===== src/rtl/seg_pkg.sv =====
// seg_pkg: shared constants and the hex-to-seven-segment decoder for the scan scheduler
package seg_pkg;
  localparam int DIGITS = 8;
  localparam logic [7:0] SEG_BLANK = 8'hFF;
  localparam logic [7:0] SEG_LUT [16] = '{
    8'b00000011, 8'b10011111, 8'b00100101, 8'b00001101,
    8'b10011001, 8'b01001001, 8'b01000001, 8'b00011011,
    8'b00000001, 8'b00001001, 8'b00010001, 8'b11000001,
    8'b01100011, 8'b10000101, 8'b01100001, 8'b01110001
  };
  function automatic logic [7:0] hex_to_7seg(input logic [3:0] h);
    return SEG_LUT[h];
  endfunction
endpackage


===== src/rtl/seg_page_arbiter.sv =====
// seg_page_arbiter: round-robin search for the next valid source after the current page
module seg_page_arbiter #(
  parameter int NUM_SRC = 4,
  localparam int SW = $clog2(NUM_SRC)
) (
  input  logic [NUM_SRC-1:0] src_valid,
  input  logic [SW-1:0]      cur_page,
  output logic               found,
  output logic [SW-1:0]      next_page
);
  logic [2**SW-1:0] valid_x;
  // Nearest valid source after cur_page wins; fall back to staying put if only cur_page is valid
  always_comb begin
    valid_x = (2**SW)'(src_valid);
    found = valid_x[cur_page];
    next_page = cur_page;
    for (int i = NUM_SRC - 1; i >= 1; i--) begin
      if (valid_x[SW'((int'(cur_page) + i) % NUM_SRC)]) begin
        found = 1'b1;
        next_page = SW'((int'(cur_page) + i) % NUM_SRC);
      end
    end
  end
endmodule


===== src/rtl/seg_scan_scheduler.sv =====
// seg_scan_scheduler: 8-digit multiplexed display driver with frame-aligned source paging
module seg_scan_scheduler
  import seg_pkg::*;
#(
  parameter int SCAN_DIV    = 100000,
  parameter int PAGE_FRAMES = 512,
  parameter int NUM_SRC     = 4,
  localparam int SW = $clog2(NUM_SRC)
) (
  input  logic                  clk,
  input  logic                  rst_n,
  input  logic [32*NUM_SRC-1:0] src_data,
  input  logic [NUM_SRC-1:0]    src_valid,
  input  logic                  mode_auto,
  input  logic [SW-1:0]         manual_sel,
  input  logic                  freeze,
  output logic [SW-1:0]         page_sel,
  output logic                  frame_start,
  output logic [7:0]            display_data,
  output logic [7:0]            display_en
);
  localparam int CW = $clog2(SCAN_DIV);
  localparam int FW = PAGE_FRAMES > 1 ? $clog2(PAGE_FRAMES) : 1;
  localparam int IW = $clog2(DIGITS);
  localparam int NP = 2**SW;
  logic [1:0]       rst_sync_q, rst_sync_d;
  logic             rst_i_n;
  logic [CW-1:0]    cnt_q, cnt_d;
  logic [IW-1:0]    idx_q, idx_d;
  logic [FW-1:0]    fc_q, fc_d;
  logic [SW-1:0]    page_q, page_d, cand, arb_page;
  logic [31:0]      snap_q, snap_d;
  logic             blank_q, blank_d, mode_q, mode_d, fs_q, fs_d;
  logic [7:0]       dd_q, dd_d, den_q, den_d;
  logic             tick, bnd, upd, adv, cand_ok, arb_found;
  logic [NP-1:0]    valid_x;
  logic [32*NP-1:0] data_x;
  seg_page_arbiter #(.NUM_SRC(NUM_SRC)) u_arb (
    .src_valid (src_valid),
    .cur_page  (page_q),
    .found     (arb_found),
    .next_page (arb_page)
  );
  // Reset release is resynchronised so every scan flop leaves reset on the same edge
  always_comb rst_sync_d = {rst_sync_q[0], 1'b1};
  // Reset synchroniser: asynchronous assert, clocked release
  always_ff @(posedge clk or negedge rst_n)
    if (!rst_n) rst_sync_q <= '0;
    else rst_sync_q <= rst_sync_d;
  assign rst_i_n = rst_sync_q[1];
  // Scan timing, frame-boundary page selection and registered display decode
  always_comb begin
    valid_x = NP'(src_valid);
    data_x = (32*NP)'(src_data);
    tick = cnt_q == CW'(SCAN_DIV - 1);
    bnd = tick && idx_q == IW'(DIGITS - 1);
    upd = bnd && !freeze;
    cnt_d = tick ? '0 : cnt_q + 1'b1;
    idx_d = idx_q + IW'(tick);
    adv = mode_auto && mode_q && fc_q == FW'(PAGE_FRAMES - 1);
    cand = !mode_auto ? manual_sel : adv ? arb_page : page_q;
    cand_ok = !mode_auto ? (int'(manual_sel) < NUM_SRC) && valid_x[manual_sel]
            : adv ? arb_found : valid_x[page_q];
    fc_d = !upd ? fc_q : (!(mode_auto && mode_q) || adv) ? '0 : fc_q + 1'b1;
    page_d = upd && cand_ok ? cand : page_q;
    snap_d = upd && cand_ok ? 32'(data_x >> {cand, 5'b0}) : snap_q;
    blank_d = upd ? !cand_ok : blank_q;
    mode_d = upd ? mode_auto : mode_q;
    fs_d = bnd;
    den_d = blank_q ? SEG_BLANK : ~(8'b1 << idx_q);
    dd_d = blank_q ? SEG_BLANK : hex_to_7seg(4'(snap_q >> {idx_q, 2'b00}));
  end
  // State registers, all cleared the moment reset asserts
  always_ff @(posedge clk or negedge rst_i_n)
    if (!rst_i_n) begin
      cnt_q <= '0;
      idx_q <= '0;
      fc_q <= '0;
      page_q <= '0;
      snap_q <= '0;
      blank_q <= 1'b1;
      mode_q <= 1'b0;
      fs_q <= 1'b0;
      dd_q <= SEG_BLANK;
      den_q <= SEG_BLANK;
    end else begin
      cnt_q <= cnt_d;
      idx_q <= idx_d;
      fc_q <= fc_d;
      page_q <= page_d;
      snap_q <= snap_d;
      blank_q <= blank_d;
      mode_q <= mode_d;
      fs_q <= fs_d;
      dd_q <= dd_d;
      den_q <= den_d;
    end
  assign page_sel = page_q;
  assign frame_start = fs_q;
  assign display_data = dd_q;
  assign display_en = den_q;
endmodule


===== config.mk =====
export PLATFORM = sky130hd
export DESIGN_NAME = seg_scan_scheduler
export DESIGN_NICKNAME = d
export VERILOG_FILES = /design/src/rtl/seg_pkg.sv /design/src/rtl/seg_page_arbiter.sv /design/src/rtl/seg_scan_scheduler.sv
export SDC_FILE = /design/constraint.sdc
export NUM_CORES = 1
export LEC_CHECK = 0
export ABC_AREA = 1
export BUFFER_PORTS_ARGS = -buffer_cell sky130_fd_sc_hd__buf_4
export CORE_MARGIN = 3
export CORE_UTILIZATION = 50
export CTS_BUF_LIST = sky130_fd_sc_hd__clkbuf_2 sky130_fd_sc_hd__clkbuf_4 sky130_fd_sc_hd__clkbuf_8
export DETAILED_ROUTE_END_ITERATION = 10
export PLACE_DENSITY = 0.75
export SYNTH_ARGS = -nofsm -noshare
export SYNTH_HDL_FRONTEND = slang
export SYNTH_SLANG_ARGS = --single-unit

===== constraint.sdc =====
create_clock -name clk -period 3.5 [get_ports clk]
set_clock_uncertainty 0.1 [all_clocks]
set_input_delay 0.175 -clock clk [delete_from_list [all_inputs] [get_ports clk]]
set_output_delay 0.175 -clock clk [all_outputs]
set_load 0.01 [all_outputs]

After elaboration in Yosys (flattened, before gate mapping)
Memory sizes are Yosys's and may differ from the RTL's. Index checks and enable logic that the tools add are counted.

Output and inout port bits: 19. Register bits after elaboration: 84. Memories kept: 1. Input bits: 138. Logic and storage cells: 70. Memory bits (read-only): 128.

Memories: (name not given) (words 16, bits a word 8, rd ports 1, clocked after memory_dff 0, write ports 0, RTL line seg_pkg.sv:12) `return SEG_LUT[h];`.

$add $sub $neg: 6. Reduce and logical (&&, ||, !) cells: 9. Eq/ne operators: 3. Bitwise logic cells: 2. Muxes and demuxes: 29. $lt $le $gt $ge: 6. Shifts and indexed selects: 3.

Operators with widths (number): >> shifter 128 x 7 -> 32 bit (1); two-way mux 8 bit (4); >> shifter 32 x 5 -> 4 bit (1); adder 17 x 1 -> 17 bit, second input constant (1); equality test 17 bit, second input constant (1); two-way mux 17 bit (1); two-way mux 1 bit (13); < comparator 2 x 4 -> 1 bit, second input constant (3); binary-select mux 1 bit (select 2 bit) (5); two-way mux 2 bit (5); adder 9 x 1 -> 9 bit, second input constant (1); equality test 9 bit, second input constant (1); two-way mux 9 bit (1); inverter 8 bit (1); << shifter 1 x 3 -> 8 bit, first input constant (1); < comparator 2 x 3 -> 1 bit, second input constant (2); greater-or-equal comparator 5 bit, second input constant (1); logical AND 1 bit (5); inverter 4 -> 5 bit (1); adder 2 bit, second input constant (2); adder 3 x 1 -> 3 bit (1); equality test 3 bit, second input constant (1); logical NOT 1 bit (3); adder 2 x 1 -> 2 bit, second input constant (1); logical OR 1 bit (1).

Depth between registers and ports, before layout
Gate-level depths: netlist (run 1).

Depth after elaboration: 10. Mapped depth: 18. Depth with buffers taken out: 17.

Cells and area by module
From an unflattened synthesis (run 1), not the netlist that was laid out.

Cells, all modules: 1001. Area, all modules: 6318.6 um^2.

Modules (own cells, without submodules): seg_scan_scheduler (area an instance 6104.6 um^2, instances 1, seq. area each 2097.0 um^2, cells each 955); seg_page_arbiter (area an instance 214.0 um^2, instances 1, seq. area each 0.0 um^2, cells each 46).

Worst setup path before layout (run 1)
No wires, ideal clock.

Path kind: register to register. Start point: register fc_q[0]. End point: register snap_q[12]. Required time: 3.334 ns. Arrival: 2.282 ns. Path buffers: 1. Setup time: 0.066 ns. Cell stages (with the launch flop): 18. Path slack: 1.053 ns. Clock period less this slack: 2.447 ns. Path through: dfrtp_1 -> ha_1 -> inv_1 -> nor3_1 -> nand3_1 -> nor2_1 -> ha_1 -> inv_1 -> nor3_4 -> inv_2 -> a31oi_2 -> nand2_4 -> inv_8 -> buf_2 -> nand3_1 -> nand2_1 -> nand2_1 -> nand2_1.

Longest elaborated chain between the ends: 5. Elaborated cells on any way between the ends: 8. Those cells by class: eq/ne (1); shift (1); mux (4); reduce/logical (2).

Ends and longest elaborated chain: start: declaration (RTL line seg_scan_scheduler.sv:30) `logic [FW-1:0] fc_q, fc_d;`; start signal: assignment (RTL line seg_scan_scheduler.sv:78) `fc_q <= '0;`; start signal: assignment (RTL line seg_scan_scheduler.sv:89) `fc_q <= fc_d;`; equality test 9 bit * (RTL line seg_scan_scheduler.sv:60) `adv = mode_auto && mode_q && fc_q == FW'(PAGE_FRAMES - 1);`; logical AND 1 bit * (RTL line seg_scan_scheduler.sv:60); two-way mux 2 bit or two-way mux 1 bit (tied branches) (RTL line seg_scan_scheduler.sv:61, seg_scan_scheduler.sv:63); two-way mux 2 bit or two-way mux 1 bit (tied branches) (RTL line seg_scan_scheduler.sv:61, seg_scan_scheduler.sv:62); >> shifter 128 x 7 -> 32 bit or logical AND 1 bit (tied branches) (RTL line seg_scan_scheduler.sv:66) `snap_d = upd && cand_ok ? 32'(data_x >> {cand, 5'b0}) : snap_q;`; end signal: assignment (RTL line seg_scan_scheduler.sv:91) `snap_q <= snap_d;`; end: declaration (RTL line seg_scan_scheduler.sv:32) `logic [31:0] snap_q, snap_d;`.

Mark *: on every way between the ends. The rest lies on a longest branch, timed or not. A chain may end at the register's enable or synchronous reset.

Worst setup path in the final report (run 1)
Start point: register fc_q[0]. End point: register snap_q[2].

Same word-level chain as after synthesis.

==> reports/qor.yml, run 1 <==
status: "completed"
path_class: "register to register"
vias: 5761
setup_viol: 0
seq_area_frac_synth: 0.361
io_buffers: 155
clock_latency_ns: 0.35
synth_top_area_share: 0.289
critPathArrivalTime_ns: 3.00
yosys.area.top_type: "dfrtp_1"
area_growth_syn_to_layout_pct: 27.3
hold_path_class: "input port to async pin"
irDropWorstVdd_mv: 0.190
overflow: 0
dpl_cell_area_mm2: 0.00703
syn_area_per_cell_um2: 7.02
report.power.total_mw: 2.14
dp_hpwl_um: 10900
synth.area.top_cells: "dfrtp_1 29%, nand2_1 15%, nand3_1 11%"
dp_slack_ns: 0.727
antenna_found_initial: 0
cts_setup_buffers: 0
cts_tree: "done"
cp.required_ns: 3.69
grt_pass1_vias: 5435
crit_path_end_kind: "register"
ios: 157
synthCells: 827
die_h_um: 114
cts_made_buffers: 9
final_max_slew_viol_count: 0
design_area_mm2: 0.00739
reg2reg_from: "fc_q[0]$_DFFE_PN0P_"
gp_congestion: 0.887
ant_nets: 0
ys_seq_elements: 83
power_density_mw_per_mm2: 289
cp-endpoint: "snap_q[2]$_DFFE_PN0P_"
nets: 1139
firstDrtPassIters: 5
drive_gt1_frac: 0.248
core_region_area_mm2: 0.0111
grt_pass1_wl_um: 24100
yosys.cell_types.count: 51
htreeDepth: 3
drt_wl_total_um: 14400
synth_top_cells_by_count: "231 x nand2_1, 173 x inv_1, 133 x nand3_1"
track_usage: 0.225
slew_headroom: 0.334
filler_cell_count: 999
hold_viol_final: 0
cts.sinks: 83
reg2reg_slack_ns: 0.69
rows: 38
fin_crit_sh: 0.803
first_iter_violations: 470
worstPathMaxFanout: 19
synth_most_common_cell: "nand2_1"
async_flop_share: 1.00
synth_ff_type: "dfrtp_1"
r2r-end: "snap_q[2]$_DFFE_PN0P_"
fp.dieArea_mm2: 0.0129
synth_area_mm2: 0.00581
drcViolationCount: 0
wl_per_cell_um: 12.7
avgViaCountPerCell: 5.07
grt_max_degree: 82
synth_warnings: 0
fin_cells: 1136
die_w_um: 114
n_antenna_cell: 0
clock-root-buffer: "clkbuf_8"
cp-startpoint: "fc_q[0]$_DFFE_PN0P_"
ff2ff_path_depth: 14
fin_crit_ns: 2.81
max_cap_viol_count: 0
setup.worst_path.start_class: "register"
start_util: 0.524
max_freq_mhz: 356
p_leak_nw: 4.23
tightest_slew_ns: 1.00
rsz0062_at_grt: "false"
clock_path_buffers: 2
finalWorstSetupSlack_ns: 0.688
tns_ns: 0
synth_edf_count: 0
clk_pin_slew_ns: 0.09
dp_cells: 1103
## per-stage QoR
stage	hold WS (ns)	utilization
2_1_floorplan	-0.221	-
3_3_place_gp	-0.142	0.634
3_5_place_dp	-0.141	0.634
4_1_cts	0.0155	0.667
5_1_grt	0.00537	0.667
6_report	0.0313	0.667
## kinds of logic (layout without fill, tap and decap cells)
family / after synthesis / in the layout / share of synthesized area
and+or+nand+nor: 444 / 444 / 0.365
buffers and inverters: 212 / 380 / 0.153
DFF: 83 / 83 / 0.361
AOI/OAI and AO/OA: 73 / 73 / 0.0928
adders and majority gates: 10 / 10 / 0.0215
xor gates and xnor gates: 4 / 4 / 0.00603
other: 1 / 2 / 0.000646
## placed cells by master, fill, tap and decap left out, types with 9 or more instances in the layout
master         instances
buf_4                162
nand2_1              231
dlygate4sd3_1         17
clkbuf_8               9
inv_1                173
nor2_1                22
nand3_1              133
a21oi_1               10
nor3_1                12
ha_1                  10
o21ai_0               14
o211ai_2               9
a22oi_1               13
o211ai_1              12
dfrtp_1               66
dfstp_2               16
nand3_2               13
nand4_1               12
## power breakdown
part           leakage (nW)  total (mW)  switching [mW]  internal, mW
registers              1.04        1.04          0.0407         0.996
clock network         0.104       0.687           0.352         0.335
logic                  3.08       0.417           0.210         0.206
## metal layers
layer  global-route usage  routed length, um  vias up
li1                     -                  -     2946
met3               0.0419                664       18
met5                    0                  0        -
met4               0.0562                220        0
met1                0.287               6230     2650
met2                0.394               7290      147
## repair_timing
item / CTS / global route
hold buffers: 17 / 0
hold endpoints to repair: 18 / 0
resized for setup: 0 / 0
## worst max-delay path, stage by stage, from the launching register on
cell and delay, ns:
dfrtp_1 0.40, ha_1 0.18, inv_1 0.06, nor3_1 0.22, nand3_1 0.13, nor2_1 0.11, ha_1 0.17, inv_1 0.07
nor3_4 0.20, nand2_1 0.14, nand2_4 0.26, inv_8 0.12, nor2_8 0.32, o211ai_1 0.16, nand3_1 0.09
## registers in the layout, indices dropped and copies added (netlist names)
signal        cells
frame_start       1
blank_q           1
rst_sync_q        2
mode_q            1
cnt_q            17
display_data      7
snap_q           32
page_sel          2
idx_q             3
display_en        8
fc_q              9
## cell type report
cell class                      count  area, um^2  area share
Multi-Input combinational cell    533        2830       0.382
Sequential cell                    83        2100       0.284
Timing Repair Buffer              179        1390       0.187
Inverter                          185         708      0.0958
Tap cell                          140         175      0.0237
Clock buffer                        9         124      0.0168
Clock inverter                      7        75.1      0.0102
## worst min-delay path by stage
stage / start / endpoint / cells past startpoint
after CTS: rst_n / rst_sync_q[1]$_DFF_PN0_ / 2
after detailed placement: rst_n / rst_sync_q[0]$_DFF_PN0_ / 1
after global placement: rst_n / rst_sync_q[0]$_DFF_PN0_ / 1
after floorplan: rst_n / rst_sync_q[0]$_DFF_PN0_ / 0
final: rst_n / rst_sync_q[1]$_DFF_PN0_ / 2
after global routing: rst_n / rst_sync_q[1]$_DFF_PN0_ / 2
Power figures use the tool's default switching activity.
==> inputs of run 2 (changes only) <==
Clock period 3.5 ns to 2.8 ns, I/O delays scaled along.
==> reports/qor.yml, run 2 (same netlist as run 1, synthesis figures left out) <==
tightest_slew_ns: 1.00  # about the same
top_usage_layer: "met2"  # unchanged
min_from: "src_data[111]"
report.power.total_mw: 2.72  # was 2.14 mW
ant_nets: 0  # unchanged
final_common_cell: "nand2_1"  # unchanged
ios: 157  # unchanged
avgViaCountPerCell: 5.11  # was 5.07
clock-root-buffer: "clkbuf_8"  # unchanged
rsz0062_at_grt: "true"  # was false
dp_hpwl_um: 11200  # was 10900 um
die_h_um: 114  # unchanged
fp.dieArea_mm2: 0.0129  # unchanged
reg2reg_from: "fc_q[0]$_DFFE_PN0P_"  # unchanged
slew_headroom: 0.330  # was 0.334
n_antenna_cell: 0  # unchanged
fin_cells: 1164  # was 1136
final_cell_mix: "212 x nand2_1, 173 x buf_4, 171 x inv_1"  # was 231 x nand2_1, 173 x inv_1, 162 x buf_4
cp.required_ns: 3.00  # was 3.69 ns
fin_crit_ns: 2.73  # was 2.81 ns
path_class: "register to register"  # unchanged
biggestRegsByFlops: "snap_q (32), cnt_q (17), fc_q (9)"  # unchanged
drive_gt1_frac: 0.300  # was 0.248
seq_area_mm2: 0.00210  # unchanged
clk_pin_slew_ns: 0.10  # was 0.09 ns
dpl_cell_area_mm2: 0.00712  # was 0.00703 mm^2
setup.worst_path.start_class: "register"  # unchanged
setup_viol: 0  # unchanged
cts_made_buffers: 9  # unchanged
p_leak_nw: 4.40  # was 4.23 nW
die_w_um: 114  # unchanged
cp-startpoint: "fc_q[0]$_DFFE_PN0P_"  # unchanged
max_freq_mhz: 366  # was 356 MHz
multiInputGateArea_mm2: 0.00300  # was 0.00283 mm^2
grt_pass1_wl_um: 24800  # was 24100 um
wl_per_cell_um: 13.7  # was 12.7 um
largest_reg_flops: 32  # unchanged
use_met2: 0.401  # was 0.394
critPathArrivalTime_ns: 2.94  # was 3.00 ns
hold_viol_final: 0  # unchanged
status: "completed"  # unchanged
hold_slack_ns: 0.00770  # was 0.0313 ns
irDropWorstVdd_mv: 0.236  # was 0.190 mV
start_util: 0.524  # unchanged
hold_path_class: "input port to register"  # was input port to async pin
final_max_slew_viol_count: 0  # unchanged
fin_crit_sh: 0.976  # was 0.803
regMostFlops: "snap_q"  # unchanged
worstPathMaxFanout: 8  # was 19
met3_usage: 0.0456  # was 0.0419
antenna_found_initial: 0  # unchanged
htreeDepth: 3  # unchanged
nets: 1167  # was 1139
grt_max_degree: 82  # unchanged
design_area_mm2: 0.00789  # was 0.00739 mm^2
core_region_area_mm2: 0.0111  # unchanged
use_met1: 0.298  # was 0.287
cts_tree: "done"  # unchanged
drt_wl_total_um: 15900  # was 14400 um
vias: 5945  # was 5761
gp_congestion: 0.872  # was 0.887
grt_pass1_vias: 5559  # was 5435
rows: 38  # unchanged
max_cap_viol_count: 0  # unchanged
clock_path_buffers: 2  # unchanged
cts.sinks: 83  # unchanged
power_density_mw_per_mm2: 345  # was 289 mW/mm^2
crit_path_end_kind: "register"  # unchanged
first_iter_violations: 401  # was 470
drcViolationCount: 0  # unchanged
dp_cells: 1110  # was 1103
firstDrtPassIters: 5  # unchanged
track_usage: 0.233  # was 0.225
io_buffers: 155  # unchanged
area_growth_syn_to_layout_pct: 35.9  # was 27.3%
clock_latency_ns: 0.37  # was 0.35 ns
filler_cell_count: 926  # was 999
overflow: 0  # unchanged
==> run 2: cell types whose count changed in the layout (fill, tap and decap cells not counted), sizes merged <==
cell         before  now
nor2             29   30
inv             182  183
clkbuf            9   12
dlygate4sd3      17   23
buf             162  180
bufinv            1    0
clkinvlp          0    3
clkinv            9    6
==> run 2: where the power goes <==
| part | switching (mW) | internal, mW | total, mW |
|---|---|---|---|
| Sequential | 0.0457 | 1.25 | 1.29 |
| Combinational | 0.304 | 0.310 | 0.615 |
| Clock | 0.481 | 0.336 | 0.816 |
| Total | 0.830 | 1.89 | 2.72 |
==> run 2: stage by stage <==
stage,setup TNS (ns),util,setup slack (ns)
5_1_grt,-2.48,0.712,-0.104
2_1_floorplan,0,-,0.245
3_3_place_gp,0,0.642,0.144
3_5_place_dp,0,0.642,0.0551
6_report,0,0.712,0.0658
4_1_cts,0,0.680,0.00822
==> run 2: final cells by class <==
class / instances / share of cell area
multi-input combinational: 534 / 0.380
sequential: 83 / 0.266
timing repair buffer: 206 / 0.219
inverter: 185 / 0.0897
tap: 140 / 0.0222
clock buffer: 9 / 0.0157
clock inverter: 7 / 0.00761
==> run 2: timing repair <==
item	4_1_cts	5_1_grt
setup buffers	0	10
endpoints found under the setup margin	0	33
hold endpoints to repair	18	0
hold buffers	23	0
resized for setup	0	44
==> run 2: worst paths after layout <==
check / depth (start not counted) / slack (ns) / to
setup / recovery: 15 / 0.07 / snap_q[23]$_DFFE_PN0P_
hold / removal: 5 / 0.008 / snap_q[15]$_DFFE_PN0P_
setup reg to reg: 15 / 0.07 / snap_q[23]$_DFFE_PN0P_
hold reg to reg: 0 / 0.26 / rst_sync_q[1]$_DFF_PN0_
max in group asynchronous: 0 / 1.55 / snap_q[29]$_DFFE_PN0P_
min in group asynchronous: 0 / 0.40 / cnt_q[2]$_DFF_PN0_
==> run 2: worst max-delay path: stages, from the launching register on <==
cell and delay (ns):
dfrtp_1 0.41, ha_2 0.20, inv_2 0.06, nor3_4 0.14
nand3_2 0.12, nor2_2 0.12, ha_2 0.19, inv_2 0.05
nor3_4 0.24, inv_2 0.10, o21ai_4 0.18, nand3_4 0.21
nor2_8 0.25, buf_12 0.16, o211ai_2 0.08, nand3_2 0.07
==> run 2: per-layer routing <==
metal	up-vias	part of all wire
met3	37	0.054
met5	-	0
met2	190	0.50
met1	2727	0.41
met4	0	0.029
li1	2991	-
